$ cat src/rtl/seq_mon_pkg.sv
// Shared types and constants for the 1-0-1 event monitor.
package seq_mon_pkg;

  // Detector state: how much of the 1-0-1 pattern has been seen so far.
  typedef enum logic [1:0] {
    ST_IDLE = 2'b00,
    ST_S1   = 2'b01,
    ST_S10  = 2'b10
  } state_t;

  // Pattern bits, oldest first (PATTERN[2] is the first bit of the pattern).
  localparam logic [2:0] PATTERN = 3'b101;

  // Event code carries {a,b} of the completing sample.
  localparam int EVT_W = 4;

endpackage

$ cat src/rtl/sat_counter.sv
// Saturating up-counter with synchronous reset and soft clear.
module sat_counter #(
  parameter int CNT_W = 8
) (
  input  logic             clk,
  input  logic             rst,
  input  logic             clr,
  input  logic             inc,
  output logic [CNT_W-1:0] count
);

  // Increment that sticks at all-ones instead of wrapping.
  function automatic logic [CNT_W-1:0] sat_inc(input logic [CNT_W-1:0] v);
    if (&v) return v;
    return v + {{(CNT_W-1){1'b0}}, 1'b1};
  endfunction

  // Counter register; reset and clear both return it to zero.
  always_ff @(posedge clk) begin
    if (rst || clr) count <= '0;
    else if (inc)   count <= sat_inc(count);
  end

endmodule

$ cat src/rtl/seq_event_monitor.sv
// Overlapping 1-0-1 detector on a qualified bit stream, with a one-entry
// valid/ready event buffer and saturating match/drop counters.
module seq_event_monitor
  import seq_mon_pkg::*;
#(
  parameter int CNT_W = 8
) (
  input  logic             clk,
  input  logic             rst,
  input  logic             in_valid,
  input  logic [1:0]       in_a,
  input  logic [1:0]       in_b,
  input  logic             in_bit,
  input  logic             clr,
  output logic             evt_valid,
  input  logic             evt_ready,
  output logic [EVT_W-1:0] evt_code,
  output logic [CNT_W-1:0] match_cnt,
  output logic [CNT_W-1:0] drop_cnt,
  output logic [1:0]       state_o
);

  state_t state_q, state_d;
  logic   hit;
  logic   match;
  logic   load;
  logic   drop;

  // State register; clear behaves like reset for the detector.
  always_ff @(posedge clk) begin
    if (rst || clr) state_q <= ST_IDLE;
    else            state_q <= state_d;
  end

  // Next-state decode; the FSM only advances on qualified samples.
  always_comb begin
    state_d = state_q;
    hit     = 1'b0;
    case (state_q)
      ST_IDLE: begin
        if (in_valid && (in_bit == PATTERN[2])) state_d = ST_S1;
      end
      ST_S1: begin
        if (in_valid && (in_bit == PATTERN[1])) state_d = ST_S10;
      end
      ST_S10: begin
        if (in_valid) begin
          if (in_bit == PATTERN[0]) begin
            hit     = 1'b1;
            state_d = ST_S1;      // trailing 1 restarts the pattern (overlap)
          end else begin
            state_d = ST_IDLE;
          end
        end
      end
      default: state_d = ST_IDLE; // unused encoding recovers to idle
    endcase
  end

  // A sample presented together with clr is discarded. A match loads the
  // buffer when it is empty or being drained this cycle; otherwise it drops.
  assign match = hit & ~clr;
  assign load  = match & (~evt_valid | evt_ready);
  assign drop  = match & evt_valid & ~evt_ready;

  // One-entry event buffer; code is held while the entry waits for ready.
  always_ff @(posedge clk) begin
    if (rst || clr) begin
      evt_valid <= 1'b0;
      evt_code  <= '0;
    end else if (load) begin
      evt_valid <= 1'b1;
      evt_code  <= {in_a, in_b};
    end else if (evt_valid && evt_ready) begin
      evt_valid <= 1'b0;
    end
  end

  sat_counter #(.CNT_W(CNT_W)) u_match_cnt (
    .clk   (clk),
    .rst   (rst),
    .clr   (clr),
    .inc   (match),
    .count (match_cnt)
  );

  sat_counter #(.CNT_W(CNT_W)) u_drop_cnt (
    .clk   (clk),
    .rst   (rst),
    .clr   (clr),
    .inc   (drop),
    .count (drop_cnt)
  );

  assign state_o = state_q;

endmodule
$ cat config.mk
export PLATFORM = sky130hd
export DESIGN_NAME = seq_event_monitor
export DESIGN_NICKNAME = d
export VERILOG_FILES = /design/src/rtl/seq_mon_pkg.sv /design/src/rtl/sat_counter.sv /design/src/rtl/seq_event_monitor.sv
export SDC_FILE = /design/constraint.sdc
export NUM_CORES = 1
export LEC_CHECK = 0
export CAP_MARGIN = 20
export CORE_AREA = 4 4 82 65
export DETAILED_ROUTE_END_ITERATION = 10
export DIE_AREA = 0 0 86 69
export SETUP_SLACK_MARGIN = 0.1
export SYNTH_ARGS = -nofsm -noshare
export SYNTH_HDL_FRONTEND = slang
export SYNTH_HIERARCHICAL = 1
export SYNTH_SLANG_ARGS = --single-unit
export TNS_END_PERCENT = 20
$ cat constraint.sdc
create_clock -name clk -period 2.29 [get_ports clk]
set_input_delay 0.458 -clock clk [delete_from_list [all_inputs] [get_ports clk]]
set_output_delay 0.458 -clock clk [all_outputs]
set_load 0.05 [all_outputs]
# Word level (Yosys, flattened, before mapping)
# Cells that the tools add are included.
totals:
  register_bits: 23
  latchBits: 0
  mem_bits_rw: 0
  rom_bits: 0
  input_bits: 10
  output_inout_bits: 23
  elab_cells: 52
  memories: 0
classes:
  n_addsub: 2
  multipliers: 0
  div_mod_pow: 0
  order_cmp: 0
  n_eq_ne: 7
  shift: 0
  n_mux: 18
  bitwise: 9
  n_reduce_logical: 11
op_table:
  columns: ["cell", "count"]
  rows:
  - ["adder 8 x 1 -> 8 bit, second input constant", 2]
  - ["2-to-1 mux 8 bit", 2]
  - ["AND reduction 8 bit", 2]
  - ["2-to-1 mux 1 bit", 12]
  - ["inequality test 2 bit, second input constant", 5]
  - ["2-to-1 mux 2 bit", 3]
  - ["case mux 2 bit (3 select lines)", 1]
  - ["AND 1 bit", 4]
  - ["NOT 1 bit", 4]
  - ["AND reduction 2 bit", 2]
  - ["logical AND 1 bit", 3]
  - ["AND reduction 3 bit", 1]
  - ["equality test 2 x 1 -> 1 bit, second input constant", 1]
  - ["equality test 2 bit, second input constant", 1]
  - ["logical NOT 2 bit", 1]
  - ["nonzero test 2 bit", 1]
  - ["logical OR 1 bit", 1]
  - ["OR 1 bit", 1]

# Depth between registers and ports, before layout
depth:
  depth_word: 10
  ltp_mapped: 5
  depth_no_buf: 5

# Modules after synthesis
# The synthesis kept the hierarchy.
modules_own_cells:
  columns: ["module", "n_inst", "cells_each", "area_per_inst_um2"]
  rows:
  - ["sat_counter", 2, 44, 436.7]
  - ["seq_event_monitor", 1, 30, 325.3]

# Worst setup path before layout
# No wires, ideal clock.
synth_path:
  kind: "register -> register"
  from: "register state_q[1] (netlist: state_o[1])"
  to: "register u_drop_cnt.count[5]"
  setup_ns: 0.072
  t_arrival_ns: 2.202
  required_ns: 2.218
  setup_slack_ns: 0.016
  stages_incl_launch_ff: 6
  path_buffers: 0
  path_cell_list: "dfxtp_1 -> nand4b_4 -> nor3_1 -> nand4_4 -> a2111oi_4 -> mux2i_1"
synth_between:
  elab_chain_cells: 6
synth_rtl:
  columns: ["element", "line_no", "source"]
  rows:
  - ["start: declaration", "seq_event_monitor.sv:23", "state_t state_q, state_d;"]
  - ["start signal: assignment", "seq_event_monitor.sv:32", "else state_q <= state_d;"]
  - ["equality test 2 bit", "seq_event_monitor.sv:39", "case (state_q)"]
  - ["2-to-1 mux 1 bit", "seq_event_monitor.sv:39", null]
  - ["AND 1 bit", "seq_event_monitor.sv:62", "assign match = hit & ~clr;"]
  - ["AND 1 bit (2 in series)", "seq_event_monitor.sv:64", "assign drop = match & evt_valid & ~evt_ready;"]
  - ["named net drop", "seq_event_monitor.sv:27", "logic drop;"]
  - ["AND reduction 2 bit (no line)", null, null]
  - ["end signal: assignment", "sat_counter.sv:21", "else if (inc) count <= sat_inc(count);"]
  - ["end: declaration", "sat_counter.sv:9", "output logic [CNT_W-1:0] count"]
# The timed path passes the listed nets, and every way through them passes these cells.
# A chain may end at the register's enable or synchronous reset.

# Final worst setup path
layout_path:
  from: "register u_match_cnt.count[2]"
  to: "output match_cnt[2]"
layout_rtl:
  columns: ["element", "line_no", "source"]
  rows:
  - ["start: declaration", "sat_counter.sv:9", null]
  - ["start signal: assignment", "sat_counter.sv:21", null]
  - ["end: declaration", "seq_event_monitor.sv:18", "output logic [CNT_W-1:0] match_cnt,"]
# No word-level cell between the ends.

==> metrics <==
outcome=complete, no violations; Layout area overhead=40.3%; largest area contributor in the netlist=dfxtp_1; GR Util met2=0.174; DRT Pass-1 Iters=4; Final Skew=around 7.3 ps; layout cells sized above 1=0.151; largest net degree at the start of global routing=14; nets@finish=around 170; Antenna Nets Post-Route=0; clk root buf=clkbuf_8; number of global-route vias before repair=roughly 1100; Starting Density=0.270; LEAKAGE=0.574 nW; maximum VDD drop=around 0.18 mV; CP arrival=about 1600 ps; crit start category=flip-flop; Setup WS pre-CTS=-31.0 ps; crit path max fanout=6; Yosys top cell area share=0.384; WP buf/inv=1; post-route clock period utilization=0.901; Yosys cell types=32; grt ovf=0; Slew @ Worst Pin=517 ps; global route hottest layer=met2; Setup violations, final=0; core area=between 0.004 and 0.005 mm²; Slowest-stage cell, CP=clkdlybuf4s50_1; Total Routing Usage GR=0.106; vias=1113; initial antenna violation count=0; Synth Net Count=between 100 and 150; die width=between 80 and 90 µm; commonest cells after routing, fill and taps aside=clkdlybuf4s50_1, dfxtp_1, a211oi_1, nand2_1, nor2_1; later-pin clock latency in the skew report=around 270 ps; worst hold path type=reg2reg; reg2reg path depth=5; Design Power=~0.7 mW; CTS tree=built; Setup crit start=u_match_cnt/count[2]; crit path to=match_cnt[2]; synthesis warning total=6; drt wl/cell=~15 µm; setup TNS=0 ps; Hold Buf Count CTS=0; post-CTS setup buffer count=0; CP peak stage delay=about 860 ps; Max clock buf depth=2; Worst Path Required=between 1500 and 2000 ps; relative slew slack=0.654; R2R setup slack=between 500 and 600 ps; number of max-cap violations=0; ranking of synthesized cells by area=dfxtp_1, a211oi_1, mux2i_1; commonest non-fill, non-tap cell in the layout=clkdlybuf4s50_1; post-synthesis register bit count=23; Synth Instances=between 100 and 150; CTS clk-pin slew, worst paths=80 ps; worst r2r src=state_o[1]; Die Span Y=between 60 and 70 µm; clock sink count=23; PostCTS Resize Cnt=0; diode count=0; R2R Path End=u_drop_cnt/count[5]; hold path start=u_match_cnt/count[7]; io pins=33; max-slew violation count=0; fmax=between 400 and 500 MHz; clock period minus worst slack=between 2000 and 2500 ps; Max H-tree Level=1; register area share after synthesis=0.384; post-DP HPWL=roughly 2.4 mm; Global Route met1 Usage=0.140; site row count=21; Post-DP Area=roughly 0.0016 mm²; full die area=~0.006 mm²; RSZ-0062 raised after global routing=no; CTS buffer count=3; Setup Crit Path Kind=reg2out; power density cells=417 mW/mm²; global-route wire length before repair=~5.2 mm; Routed WL=between 3 and 4 mm; synthesized area per cell=slightly above 10 µm²; Final WS setup=between 200 and 250 ps; met3 Use GR=0.0321; vias per std cell=slightly above 5; # DRC=0; RD Place Congestion=a little over 0.8; critical path's top delay family=buffers and inverters; Crit path depth=1; DR iter-0 viols=44; Hold Fails Final Rpt=0; crit path cell chain=clkdlybuf4s50_1; Syn Std Cell Area=approximately 0.0012 mm²; final hold slack=527 ps; Crit. End Element=output port; port buffer count=32; final instance area=~0.0017 mm²
-- worst min-delay path by stage --
stage,end,slack (ps),cells after the start
2_1_floorplan,evt_code[0],610,1
3_3_place_gp,u_match_cnt/count[7],510,1
3_5_place_dp,u_drop_cnt/count[7],510,1
4_1_cts,u_drop_cnt/count[7],520,1
5_1_grt,u_drop_cnt/count[7],540,1
6_report,u_match_cnt/count[7],530,1
-- registers in the layout, summed over array words and instances (netlist names) --
signal	flops
u_drop_cnt/count	8
evt_valid	1
state_o	2
u_match_cnt/count	8
evt_code	4
-- metal layers --
layer | up-vias | wire, µm
li1 | 551 | -
met1 | 536 | 1460
met2 | 24 | 1480
met3 | 2 | 181
met4 | 0 | 14
met5 | - | 0
-- cells by family after synthesis --
family                   after synthesis  share of synthesized area
AND/OR/NAND/NOR                       47                      0.264
AO/OA/AOI/OAI                         34                      0.261
flip-flops                            23                      0.384
buffers and inverters                  6                     0.0198
multiplexers                           6                     0.0501
adder cells (fa/ha/maj)                2                     0.0209
-- cell type report --
| type | instances | area [µm²] |
|---|---|---|
| Fill cell | 439 | 2760 |
| Multi-Input combinational cell | 89 | 719 |
| Sequential cell | 23 | 460 |
| Timing Repair Buffer | 38 | 365 |
| Tap cell | 57 | 71.3 |
| Clock buffer | 3 | 41.3 |
| Inverter | 5 | 18.8 |
| Clock inverter | 1 | 5.00 |
-- cell usage after synthesis (all sizes together) --
cell type  number
dfxtp          23
ha              2
o21ba           2
inv             5
a21oi           4
nand2b          1
nand2           8
mux2i           6
nand4           6
a211oi          9
nand3           2
nor3            7
and4            2
a2111oi         2
and3            2
nor2b           1
a21boi          3
a41o            4
nor2            7
or2             2
o311a           4
nor3b           1
o21a            1
o21ai           3
buf             1
nand4b          3
a41oi           2
or3             4
nor4b           1
-- power breakdown --
part | internal, mW | switching [mW] | total [mW] | leakage [nW]
Combinational | 0.0237 | 0.0246 | 0.0482 | 0.363
Sequential | 0.400 | 0.00136 | 0.402 | 0.185
Clock | 0.121 | 0.130 | 0.252 | 0.0255
Total | 0.545 | 0.156 | 0.702 | 0.574
-- metrics by stage --
step,util,cells
2_1_floorplan,-,118
3_5_place_dp,0.368,212
5_1_grt,0.379,216
6_report,0.379,216
4_1_cts,0.379,216
3_3_place_gp,0.368,212
No activity file was read; power rests on OpenSTA's default activity.
